[src/rtl/axis_ema_pkg.sv]
// rtl/axis_ema_pkg.sv - shared sample types and constants for the EMA stream chain
package axis_ema_pkg;

    localparam int DATA_W = 32;
    localparam logic [3:0] KEEP_ALL = 4'hF;

    typedef logic signed [DATA_W-1:0] sample_t;

endpackage

[src/rtl/boxcar_acc.sv]
// rtl/boxcar_acc.sv - block accumulator, close detect and round-half-up shift for the boxcar decimator
module boxcar_acc
    import axis_ema_pkg::*;
#(
    parameter int LOG2_DECIM = 2
) (
    input  logic    clk,
    input  logic    rst,
    input  logic    beat,
    input  sample_t tdata,
    input  logic    tlast,
    output logic    close,
    output sample_t out_data,
    output logic    out_last
);

    localparam int ACC_W = DATA_W + LOG2_DECIM;
    localparam int CNT_W = (LOG2_DECIM > 0) ? LOG2_DECIM : 1;
    localparam logic [CNT_W-1:0] CNT_LAST = CNT_W'((1 << LOG2_DECIM) - 1);
    // Half an LSB of the shifted result; zero when there is no decimation.
    localparam logic signed [ACC_W-1:0] ROUND = ACC_W'((1 << LOG2_DECIM) >> 1);

    logic signed [ACC_W-1:0] acc;
    logic signed [ACC_W-1:0] sum;
    logic signed [ACC_W-1:0] rounded;
    logic [CNT_W-1:0]        cnt;

    assign sum      = acc + ACC_W'(tdata);
    assign rounded  = sum + ROUND;
    assign close    = (cnt == CNT_LAST) || tlast;
    assign out_data = sample_t'(rounded >>> LOG2_DECIM);
    assign out_last = tlast;

    always_ff @(posedge clk or posedge rst) begin
        if (rst) begin
            acc <= '0;
            cnt <= '0;
        end else if (beat) begin
            if (close) begin
                acc <= '0;
                cnt <= '0;
            end else begin
                acc <= sum;
                cnt <= cnt + CNT_W'(1);
            end
        end
    end

endmodule

[src/rtl/axis_boxcar_decim.sv]
// rtl/axis_boxcar_decim.sv - AXI-Stream boxcar decimator feeding axis_ema at the decimated rate
module axis_boxcar_decim
    import axis_ema_pkg::*;
#(
    parameter int LOG2_DECIM = 2
) (
    input  logic              ACLK,
    input  logic              ARESET,
    input  logic [DATA_W-1:0] S_AXIS_TDATA,
    input  logic [3:0]        S_AXIS_TKEEP,
    input  logic              S_AXIS_TLAST,
    input  logic              S_AXIS_TVALID,
    output logic              S_AXIS_TREADY,
    output logic [DATA_W-1:0] M_AXIS_TDATA,
    output logic [3:0]        M_AXIS_TKEEP,
    output logic              M_AXIS_TLAST,
    output logic              M_AXIS_TVALID,
    input  logic              M_AXIS_TREADY
);

    logic    accept;
    logic    close;
    sample_t blk_data;
    logic    blk_last;
    logic    unused_keep;

    // Every accepted beat is a full sample, so the byte enables carry no information.
    assign unused_keep = ^S_AXIS_TKEEP;

    assign S_AXIS_TREADY = !M_AXIS_TVALID || M_AXIS_TREADY;
    assign accept        = S_AXIS_TVALID && S_AXIS_TREADY;
    assign M_AXIS_TKEEP  = KEEP_ALL;

    boxcar_acc #(
        .LOG2_DECIM(LOG2_DECIM)
    ) u_acc (
        .clk      (ACLK),
        .rst      (ARESET),
        .beat     (accept),
        .tdata    (sample_t'(S_AXIS_TDATA)),
        .tlast    (S_AXIS_TLAST),
        .close    (close),
        .out_data (blk_data),
        .out_last (blk_last)
    );

    // Single output slot; a closing beat can only be accepted when the slot is free or draining.
    always_ff @(posedge ACLK or posedge ARESET) begin
        if (ARESET) begin
            M_AXIS_TVALID <= 1'b0;
            M_AXIS_TDATA  <= '0;
            M_AXIS_TLAST  <= 1'b0;
        end else if (accept && close) begin
            M_AXIS_TVALID <= 1'b1;
            M_AXIS_TDATA  <= blk_data;
            M_AXIS_TLAST  <= blk_last;
        end else if (M_AXIS_TREADY) begin
            M_AXIS_TVALID <= 1'b0;
        end
    end

endmodule

[config.mk]
export PLATFORM = sky130hd
export DESIGN_NAME = axis_boxcar_decim
export DESIGN_NICKNAME = d
export VERILOG_FILES = /design/src/rtl/axis_ema_pkg.sv /design/src/rtl/boxcar_acc.sv /design/src/rtl/axis_boxcar_decim.sv
export SDC_FILE = /design/constraint.sdc
export NUM_CORES = 1
export LEC_CHECK = 0
export ABC_CLOCK_PERIOD_IN_PS = 8100
export CAP_MARGIN = 20
export CORE_MARGIN = 1
export CORE_UTILIZATION = 40
export CTS_CLUSTER_DIAMETER = 50
export DETAILED_ROUTE_END_ITERATION = 12
export GPL_ROUTABILITY_DRIVEN = 0
export PLACE_DENSITY = 0.62
export SETUP_SLACK_MARGIN = 0.02
export SYNTH_ARGS = -nofsm -noshare
export SYNTH_HDL_FRONTEND = slang
export SYNTH_SLANG_ARGS = --single-unit
[constraint.sdc]
create_clock -name ACLK -period 8.1 [get_ports ACLK]
set_input_delay 2.025 -clock ACLK [delete_from_list [all_inputs] [get_ports ACLK]]
set_output_delay 2.025 -clock ACLK [all_outputs]
set_load 0.01 [all_outputs]
# After elaboration in Yosys (flattened, before gate mapping)
# Index checks and enable logic that the tools add are counted.
# op_classes
muxes,4
n_reduce_logical,6
addsub,3
eq_ne,1
# op_table
op,count
"34-bit by 3-bit adder with 34-bit output, second input constant",1
34-bit by 32-bit adder with 34-bit output,1
34-bit two-way mux,1
"2-bit by 1-bit adder with 2-bit output, second input constant",1
"2-bit == test, second input constant",1
1-bit logical AND,2
1-bit logical OR,2
1-bit two-way mux,2
2-bit two-way mux,1
2-bit nonzero test,1
1-bit logical NOT,1
# word_totals
elab_cells,19
register_bits,70

# Longest topological paths before layout
# Gate-level depths: netlist of run 1.
# logic_depth
ltp_word,5
ltp_mapped,13

# By module
# From an unflattened synthesis of run 1, not the netlist that was laid out.
# hier_totals
cells_unflattened,577
area_unflattened_um2,5417.7
# by_module_without_submodules
module,area_per_inst_um2,cells_each,instances,seq_area_each_um2
boxcar_acc,3931.3,495,1,900.9
axis_boxcar_decim,1486.4,82,1,850.8

# Least setup slack after synthesis of run 1
# Ideal clock, no wire load.
# synth_timing
kind,input-to-reg
startpoint,input port S_AXIS_TDATA[0]
endpoint,register M_AXIS_TDATA[25]
required_ns,7.970
arrival_ns,5.054
n_path_buf,1
path_stages,13
slack_ns,2.916
cell_sequence,ha_1 > fa_1 > a211oi_2 > nor2_1 > xor2_1 > and4_1 > nand4_2 > or3_1 > buf_2 > or4_4 > nor3_2 > xor2_1 > o21ai_1
# synth_via
elab_chain_len,2
# synth_rtl
element,line,source
from (decl),axis_boxcar_decim.sv:9,"input logic [DATA_W-1:0] S_AXIS_TDATA,"
34-bit by 32-bit adder with 34-bit output,boxcar_acc.sv:28,assign sum = acc + ACC_W'(tdata);
34-bit by 3-bit adder with 34-bit output,boxcar_acc.sv:29,assign rounded = sum + ROUND;
to (signal assigned),axis_boxcar_decim.sv:55,M_AXIS_TDATA <= blk_data;
to (decl),axis_boxcar_decim.sv:14,"output logic [DATA_W-1:0] M_AXIS_TDATA,"
# No other way between the ends.
# A chain may end at the register's enable or synchronous reset.

# Worst setup path after layout of run 1
# layout_timing
startpoint,input port S_AXIS_TDATA[0]
endpoint,register M_AXIS_TDATA[31]
# The elaborated chain is that of the path after synthesis.

==> metrics.txt, run 1 <==
gr usage total between 20% and 30%; vias in the first global route around 4800; H-Tree Depth 3; Root Driver clkbuf_16; Synth cell types 75; leakage 2.77 nW; Worst setup EP type flip-flop; final-layout fill cell count 1301; share of post-route cells with drive strength above 1 7.69%; Ys Warns 0; largest net degree at the start of global routing between 70 and 80; Yosys top cell area share approximately a third; GRT overflow 0; initial antenna violation count 0; final wirelength ~14000 µm; Vias/cell 5.67; Sw Share ~44%; DRT antenna net count 0; die footprint 13900 µm²; Core Util, Final 49.6%; HP Class flip-flop to flip-flop; Sink Count 70; ys flop type dfrtp_1; clock power share 16.6%; CP Data Arrival Time roughly 6.2 ns; Slowest-stage cell, CP nor4_1; Post-CTS Resized 0; total setup buffers inserted after CTS 0; Gate Count Post-Synth 617; Logic pwr share 61.2%; min Tclk post-route 5.95 ns; synth cell count leaders 86 x nand2_1, 70 x dfrtp_1, 53 x o21ai_0, 35 x ha_1, 35 x nor2_1; layout net count 748; status completed; via count a little under 5000; Initial DRC Count ~300; Pint 1.47 mW; final hold viol count 0; Critical Path Max Stage Delay about 0.53 ns; FP Rows 42; top cells by area, synth dfrtp_1 32%, ha_1 8.1%, nand2_1 6.0%, o21ai_0 4.9%, a22o_1 4.4%; Worst Path Max Fanout 5; first-pass GRT wire length 23800 µm; Cell Pwr Density 405 nW/µm²; RSZ-0062 raised after global routing false; sequential share of power 22.2%; Mapped Area 5390 µm²; CTS tree yes; Area Growth Syn to Fin 21.5%; cts bufs inserted 9; ANT cells 0; Net Sw Power 1.18 mW; Worst Max-Slew Pin Slew 0.898 ns; Syn Area/Cell 8.74 µm²; final setup fails 0; critical-path cell list clkdlybuf4s50_1 -> ha_1 -> fa_1 -> a211oi_2 -> nor2_1 -> xor2_1 -> and4_1 -> nand4_2 -> or3_1 -> nor4_1 -> and4bb_2 -> mux2i_1 -> nand2_1; post-cts hold buffer count 0; DIE WIDTH around 120 µm; Worst VDD drop roughly 160 µV; Top Ports 80; final slew viol count 0; IO buf count 71; Clk pin slew, worst setup/hold paths approximately 0.05 ns; number of synthesized register bits 70; CTS max path bufs 2; fin crit share between 70% and 80%; Pre-antenna DRT Iters 5; Worst setup SP type input pin; wire length per cell 16.6 µm; top-count cell post-synth nand2_1; Crit Path Class input pin to flip-flop; cell family with most CP delay simple AND/OR/NAND/NOR gates; CP required 8.33 ns; Seq/Total Area, Yosys between 30% and 40%; skew final 0.00751 ns; area leader, netlist dfrtp_1; Worst-Skew Late Latency 0.35 ns; Initial Util about two fifths; Slew HR 40.1%; Vert. Die Dim 118 µm; Async S/R FF share, synth 100%; Core Box Area 13200 µm²; sum of buffers and inverters on the critical path 1; max cap viols 0; max frequency roughly 170 MHz; EDFF count, synth 0; TNS Setup 0 ns; DRC viols 0; post-DP HPWL between 10000 and 15000 µm
==> final cells by class <==
| type | count | area (µm²) | area share (%) |
|---|---|---|---|
| Tap cell | 176 | 220 | 3.36 |
| Sequential cell | 70 | 1750 | 26.7 |
| Clock inverter | 5 | 81.3 | 1.24 |
| Timing Repair Buffer | 75 | 741 | 11.3 |
| Multi-Input combinational cell | 505 | 3460 | 52.9 |
| Clock buffer | 11 | 253 | 3.86 |
| Inverter | 10 | 37.5 | 0.573 |
==> worst reg2reg max path: stages (launching register included) <==
cell and delay [ns]:
dfrtp_1 0.38, ha_1 0.24, fa_1 0.44, a211oi_2 0.35, nor2_1 0.10, xor2_1 0.39, and4_1 0.37, nand4_2 0.23
or3_1 0.50, nor4_1 0.53, and4bb_2 0.34, mux2i_1 0.19, nand2_1 0.07
==> final timing paths <==
path,start,cells past startpoint,slack (ns),to
min in group asynchronous,ARESET,3,2.25,u_acc.acc[2]
hold / removal,M_AXIS_TDATA[20],2,0.47,M_AXIS_TDATA[20]
hold reg to reg,M_AXIS_TDATA[20],2,0.47,M_AXIS_TDATA[20]
max in group asynchronous,ARESET,3,5.23,M_AXIS_TDATA[30]
setup reg to reg,u_acc.acc[0],12,3.87,M_AXIS_TDATA[31]
setup / recovery,S_AXIS_TDATA[0],13,2.15,M_AXIS_TDATA[31]
==> layer usage <==
layer	global-route usage (%)	share of wire, %
met1	28.1	47
met2	34.4	46
met3	5.52	5.1
met4	7.37	2.0
met5	0	0
==> power by group through the flow <==
stage          logic, mW  clock network, mW  registers, mW
2_1_floorplan       1.14                  0          0.614
3_3_place_gp        1.58                  0          0.588
3_5_place_dp        1.60                  0          0.592
4_1_cts             1.61              0.452          0.590
5_1_grt             1.80              0.464          0.610
6_report            1.62              0.441          0.588
==> flip-flops by register name, summed over array words and instances, names as in the netlist <==
| name | cells |
|---|---|
| M_AXIS_TLAST | 1 |
| u_acc.acc | 34 |
| M_AXIS_TVALID | 1 |
| u_acc.cnt | 2 |
| M_AXIS_TDATA | 32 |
==> logic make-up (layout without fill, tap and decap cells) <==
| kind of cell | count (synthesis) | after routing | synth area share, % |
|---|---|---|---|
| adders and majority gates | 36 | 36 | 8.50 |
| xor gates and xnor gates | 53 | 53 | 8.89 |
| AOI/OAI and AO/OA | 197 | 197 | 25.6 |
| DFF | 70 | 70 | 32.5 |
| other | 1 | 4 | 0.0696 |
| muxes | 3 | 3 | 0.580 |
| buffers and inverters | 45 | 101 | 3.74 |
| and+or+nand+nor | 212 | 212 | 20.1 |
==> per-stage QoR <==
stage	power, mW	setup WS, ns	std cells	hold slack (ns)	cell area [µm²]
5_1_grt	2.87	1.94	852	0.505	6550
4_1_cts	2.66	2.17	852	0.482	6550
3_3_place_gp	2.17	1.84	836	0.461	6210
6_report	2.65	2.15	852	0.473	6550
2_1_floorplan	1.75	2.92	620	0.454	5400
3_5_place_dp	2.20	1.82	836	0.469	6210
==> placed cells by master, fill, tap and decap left out, types with 8 or more instances in the layout <==
cell             synthesis  final
ha_1                    35     35
nand4_1                 16     16
nand2_1                 86     86
o21ai_0                 53     52
o211ai_1                 8      8
inv_1                   10      9
clkdlybuf4s50_1          0     71
o21ai_1                 10     10
xor2_1                  24     24
nor3_1                   9      8
a21oi_1                 31     31
clkbuf_16                0      9
a22o_1                  27     27
nor2_1                  35     35
nand3_1                 15     15
dfrtp_1                 70     70
xnor2_1                 27     27
Note: power is estimated with default switching activity, not from simulation.
==> run 2, diff against run 1 <==
ABC_CLOCK_PERIOD_IN_PS = 4900   (was 8100)
PLACE_DENSITY = 0.64   (was 0.62)
clock period = 4.9 ns   (was 8.1 ns; I/O delays follow)
==> run 2 against run 1 <==
Against the previous run: combinational power grew 91%; clock power grew 86%; non-clock buffer count grew 61; sequential share of layout area shrank 2.0 points; final cell count grew 7.2%; sequential power grew 66%; largest cell class unchanged; die area is the same; sequential cell count is the same; highest routed layer unchanged; via count grew 6.0%.
==> metrics.txt, run 2 (synthesized netlist as in run 1, its figures left out) <==
die footprint 13900 µm² (unchanged); post-DP HPWL 11400 µm (+10%); CP required 5.12 ns (-3.21 ns); Worst Path Max Fanout 5 (unchanged); max reg flops 34 (unchanged); Worst Max-Slew Pin Slew 0.739 ns (-0.159 ns); commonest non-fill, non-tap cells in the layout 86 x nand2_1, 71 x clkdlybuf4s50_1, 70 x dfrtp_1; worst hold start M_AXIS_TDATA[24]; register with the most flip-flops u_acc.acc; CP Data Arrival Time 4.89 ns (-1.30 ns); Vias/cell 5.61 (-1.1%); initial antenna violation count 0 (unchanged); min Tclk post-route 4.67 ns; CTS max path bufs 2 (unchanged); share of post-route cells with drive strength above 1 15.5% (+7.8 points); DRC viols 0 (unchanged); Worst-Skew Late Latency 0.35 ns (about the same); Initial DRC Count 286 (-3.4%); HP Class flip-flop to flip-flop; Post-CTS Resized 0 (unchanged); R2R cell count 13 (+1); FP Rows 42 (unchanged); leakage 3.09 nW (+12%); Worst VDD drop 243 µV (+56%); max cap viols 0 (unchanged); H-Tree Depth 3 (unchanged); Worst setup SP type input pin; Area Growth Syn to Fin 31.4%; wire length per cell 16.6 µm (+0.23%); final-layout fill cell count 1235 (-5.1%); vias in the first global route 5265 (+10%); Vert. Die Dim 118 µm (unchanged); Multi-input gate area 3480 µm² (+0.36%); GRT overflow 0 (unchanged); Pre-antenna DRT Iters 5 (unchanged); Slew HR 50.5% (+10 points); Cell Pwr Density 691 nW/µm² (+71%); hold slack final 0.476 ns (+0.00352 ns); Reg area 1750 µm² (unchanged); Root Driver clkbuf_16; most common cell after layout, fill and taps aside nand2_1; gr usage total 23.1% (+1.6 points); max frequency between 200 and 250 MHz; via count 5118 (+6.0%); TNS Setup 0 ns (unchanged); layout net count 809 (+8.2%); fin crit share 95.3%; Top Ports 80 (unchanged); ANT cells 0 (unchanged); CTS tree yes; Hold EP M_AXIS_TDATA[24]; cts bufs inserted 9 (unchanged); RR Startpoint u_acc.acc[0]; Core Box Area 13200 µm² (unchanged); Initial Util 40.9% (unchanged); status completed; Crit Path Class input pin to flip-flop; DIE WIDTH 118 µm (unchanged); final setup fails 0 (unchanged); IO buf count 71 (unchanged); Worst setup EP type flip-flop; largest net degree at the start of global routing 47 (-34%); FF-to-FF End M_AXIS_TDATA[31]; Sink Count 70 (unchanged); first-pass GRT wire length 25700 µm (+7.9%); total setup buffers inserted after CTS 0 (unchanged); final hold viol count 0 (unchanged); skew final 0.00612 ns (-0.00139 ns); Worst Hold Depth 2 (unchanged); Clk pin slew, worst setup/hold paths 0.06 ns (about the same); RSZ-0062 raised after global routing false; Worst R2R Setup Slack 1.15 ns (-2.72 ns); DRT antenna net count 0 (unchanged); post-cts hold buffer count 0 (unchanged); final slew viol count 0 (unchanged); largest registers u_acc.acc (34), M_AXIS_TDATA (32), u_acc.cnt (2); final wirelength 15200 µm (+7.4%)
## run 2: cell count changes in the layout (fill, tap and decap cells not counted)
cell,delta
bufinv_16,+2
clkbuf_8,-1
or3_1,-1
a211oi_2,-1
or3_4,+1
clkinv_4,-1
buf_12,+2
buf_4,+59
a211oi_4,+1
## run 2: layout make-up
type	instances	area share [%]
multi-input combinational	505	49.1
sequential	70	24.7
timing repair buffer	136	17.3
clock buffer	10	3.37
tap	176	3.11
clock inverter	6	1.87
inverter	10	0.530
## run 2: how the worst max path moves through the flow
stage	startpoint	endpoint	slack [ns]
2_1_floorplan	S_AXIS_TDATA[0]	M_AXIS_TDATA[25]	0.52
3_3_place_gp	S_AXIS_TDATA[0]	M_AXIS_TDATA[31]	-0.13
3_5_place_dp	S_AXIS_TDATA[0]	M_AXIS_TDATA[31]	-0.20
4_1_cts	S_AXIS_TDATA[0]	M_AXIS_TDATA[31]	0.14
5_1_grt	S_AXIS_TDATA[0]	M_AXIS_TDATA[31]	0.05
6_report	S_AXIS_TDATA[0]	M_AXIS_TDATA[31]	0.23
## run 2: worst max-delay path, cell delays in order
cell	delay, ns
clkdlybuf4s50_1	0.40
ha_1	0.23
fa_1	0.44
a211oi_4	0.31
o21a_1	0.22
o2bb2ai_1	0.12
nor4_4	0.32
nand4_1	0.19
or3_4	0.45
nor4_1	0.24
buf_4	0.19
and4bb_2	0.23
mux2i_1	0.23
nand2_1	0.08
## run 2: metrics by stage
step | setup WS, ns | cell area, µm² | util (%) | total power [mW] | instances
after floorplan | 0.516 | 5400 | - | 2.90 | 620
after global placement | -0.128 | 6680 | 50.6 | 3.96 | 896
after detailed placement | -0.204 | 6680 | 50.6 | 4.03 | 896
after CTS | 0.144 | 7050 | 53.4 | 4.89 | 912
after global routing | 0.0543 | 7080 | 53.7 | 5.28 | 913
final | 0.231 | 7080 | 53.7 | 4.89 | 913
## run 2: routing by layer
| metal | global-route usage (%) | up-vias | wire length, µm |
|---|---|---|---|
| li1 | - | 2490 | - |
| met1 | 29.1 | 2459 | 6860 |
| met2 | 38.6 | 139 | 7210 |
| met3 | 3.73 | 30 | 625 |
| met4 | 10.7 | 0 | 455 |
| met5 | 0 | - | 0 |
## run 2: where the power goes
group	switching (mW)	leakage, nW	total (mW)	internal, mW
clock	0.260	0.179	0.822	0.562
sequential	0.148	0.889	0.978	0.830
combinational	1.65	2.02	3.09	1.45
total	2.05	3.09	4.89	2.84
==> run 3, diff against run 2 <==
--- a/config.mk
+++ b/config.mk
@@ -13,3 +13,2 @@
 export DETAILED_ROUTE_END_ITERATION = 12
-export GPL_ROUTABILITY_DRIVEN = 0
 export PLACE_DENSITY = 0.64
--- a/constraint.sdc
+++ b/constraint.sdc
@@ -3,2 +3,2 @@
 set_output_delay 1.225 -clock ACLK [all_outputs]
-set_load 0.01 [all_outputs]
+set_load 0.02 [all_outputs]
==> run 3 against run 2 <==
Against the previous run: sequential cell count unchanged; routed wire length up 1.1%; final cell count up 0.11%; maximum frequency down 0.25%; via count up 0.74%; clock skew down 0.00062 ns; sequential power about the same; non-clock buffer count up 1; register-to-register slack about the same; largest power group unchanged.
==> metrics.txt, run 3 (synthesized netlist as in run 1, its figures left out) <==
status completed; Hold EP M_AXIS_TDATA[19]; Worst Path Max Fanout 4 (-1); Slew HR 55.2% (+4.7 points); initial antenna violation count 0 (unchanged); final setup fails 0 (unchanged); GR Util met1 29.5% (+0.35 points); Final Cell Area 7020 µm² (-0.83%); cts bufs inserted 9 (unchanged); DP Worst Slack -0.209 ns (-0.00465 ns); Vert. Die Dim 118 µm (unchanged); gr usage total 23.1% (about the same); fin crit share 95.5% (+0.24 points); gr busiest metal met2; HP Class flip-flop to flip-flop; Logic pwr share 65.7% (+2.5 points); min Tclk post-route 4.68 ns (+0.0117 ns); RSZ-0062 raised after global routing false; DRC viols 0 (unchanged); CP Data Arrival Time 4.89 ns (about the same); IO buf count 71 (unchanged); largest registers u_acc.acc (34), M_AXIS_TDATA (32), u_acc.cnt (2); Worst Hold Depth 2 (unchanged); final wirelength 15300 µm (+1.1%); Pint 2.77 mW (-2.5%); commonest non-fill, non-tap cells in the layout 86 x nand2_1, 71 x clkdlybuf4s50_1, 70 x dfrtp_1; final hold viol count 0 (unchanged); register with the most flip-flops u_acc.acc; via count 5156 (+0.74%); H-Tree Depth 3 (unchanged); DRT antenna net count 0 (unchanged); CP required 5.11 ns (about the same); GRT overflow 0 (unchanged); wire length per cell 16.8 µm (+0.98%); Worst R2R Setup Slack 1.15 ns (about the same); Net Sw Power 2.15 mW (+4.6%); skew final 0.00550 ns (-0.000623 ns); post-DP HPWL 11600 µm (+1.5%); vias in the first global route 5263 (-0.038%); Area Growth Syn to Fin 30.3%; met2 GRT Util 37.3% (-1.3 points); Sink Count 70 (unchanged); share of post-route cells with drive strength above 1 15.4% (-0.021 points); leakage 3.07 nW (-0.81%); worst hold start M_AXIS_TDATA[19]; largest net degree at the start of global routing 43 (-8.5%); Pre-antenna DRT Iters 5 (unchanged); CTS max path bufs 2 (unchanged); FP Rows 42 (unchanged); max reg flops 34 (unchanged); Worst Max-Slew Pin Slew 0.671 ns (-0.0680 ns); Worst VDD drop 339 µV (+40%); Pwr Total 4.92 mW (+0.47%); Initial Util 40.9% (unchanged); CTS tree yes; max cap viols 0 (unchanged); Cell Pwr Density 700 nW/µm² (+1.3%); Clk pin slew, worst setup/hold paths 0.05 ns (about the same); ANT cells 0 (unchanged); DP Area 6690 µm² (+0.22%); max frequency 214 MHz (-0.25%); M3 GR Usage 4.80% (+1.1 points); FF-to-FF End M_AXIS_TDATA[25]; R2R cell count 12 (-1); Critical Path Max Stage Delay 0.52 ns (+0.07 ns); Worst setup EP type flip-flop; Initial DRC Count 249 (-13%); layout net count 810 (+0.12%); Slowest-stage cell, CP or4_4; critical-path cell list clkdlybuf4s50_1 -> ha_1 -> fa_1 -> a211oi_2 -> o21a_1 -> o2bb2ai_1 -> nor4_4 -> nand4_1 -> or3_1 -> or4_4 -> nor3_2 -> xor2_1 -> o21ai_1; final slew viol count 0 (unchanged); clock power share 14.4% (-2.4 points); Core Box Area 13200 µm² (unchanged); post-cts hold buffer count 0 (unchanged); Worst setup SP type input pin; Top Ports 80 (unchanged); Crit Path Class input pin to flip-flop; Post-CTS Resized 0 (unchanged); Worst-Skew Late Latency 0.34 ns (about the same); die footprint 13900 µm² (unchanged); sequential share of power 19.9% (about the same); total setup buffers inserted after CTS 0 (unchanged); Root Driver clkbuf_16; RR Startpoint u_acc.acc[0]; Vias/cell 5.64 (+0.63%); Routability Congestion ~0.9; first-pass GRT wire length 25700 µm (about the same); DIE WIDTH 118 µm (unchanged); most common cell after layout, fill and taps aside nand2_1; Sw Share 43.7% (+1.7 points); PnR worst setup slack 0.219 ns (-0.0117 ns)
## run 3: cell types whose count changed in the layout (fill, tap and decap cells not counted), sizes merged
cell / before / now
buf: 65 / 66
bufinv: 4 / 2
clkbuf: 10 / 12
clkinv: 1 / 2
clkinvlp: 1 / 0
## run 3: final cells by class
cell class,instances,area [µm²]
multi-input cells,505,3480
well taps,176,220
flip-flops and latches,70,1750
clock buffers,12,246
repair buffers,137,1220
inverters,10,37.5
clock inverters,4,70.1
fillers,1247,6170
## run 3: worst max path at each step
stage / startpoint / end / slack, ns / depth (start not counted)
after floorplan: S_AXIS_TDATA[0] / M_AXIS_TDATA[25] / 0.52 / 13
after global placement: S_AXIS_TDATA[0] / M_AXIS_TDATA[31] / -0.12 / 14
after detailed placement: S_AXIS_TDATA[0] / M_AXIS_TDATA[31] / -0.21 / 14
after CTS: S_AXIS_TDATA[0] / M_AXIS_TDATA[31] / 0.15 / 14
after global routing: S_AXIS_TDATA[0] / M_AXIS_TDATA[25] / 0.04 / 13
final: S_AXIS_TDATA[0] / M_AXIS_TDATA[25] / 0.22 / 13
## run 3: power groups by stage
stage,clock (mW),combinational [mW],sequential [mW]
floorplan,0,1.88,1.11
global placement,0,3.13,0.976
detailed placement,0,3.18,0.988
CTS,0.726,3.20,0.982
global route,0.753,3.53,1.01
finish,0.707,3.23,0.979
## run 3: layer usage
layer,vias up,wire (µm)
li1,2489,-
met4,0,541
met1,2488,7090
met2,143,7150
met5,-,0
met3,36,542
## run 3: through the flow
| step | utilization [%] | hold slack [ns] | TNS, ns | std cells |
|---|---|---|---|---|
| 4_1_cts | 53.1 | 0.486 | 0 | 914 |
| 3_5_place_dp | 50.7 | 0.473 | -1.04 | 898 |
| 6_report | 53.2 | 0.479 | 0 | 914 |
| 3_3_place_gp | 50.7 | 0.462 | -0.358 | 898 |
| 2_1_floorplan | - | 0.454 | 0 | 620 |
| 5_1_grt | 53.2 | 0.505 | 0 | 914 |
## run 3: critical path, delay by kind of cell
| family | cells | cell delay (ns) |
|---|---|---|
| adder cells (fa/ha/maj) | 2 | 0.67 |
| buffers and inverters | 1 | 0.40 |
| AND/OR/NAND/NOR | 5 | 1.68 |
| AO/OA/AOI/OAI | 4 | 0.73 |
| XOR/XNOR | 1 | 0.16 |
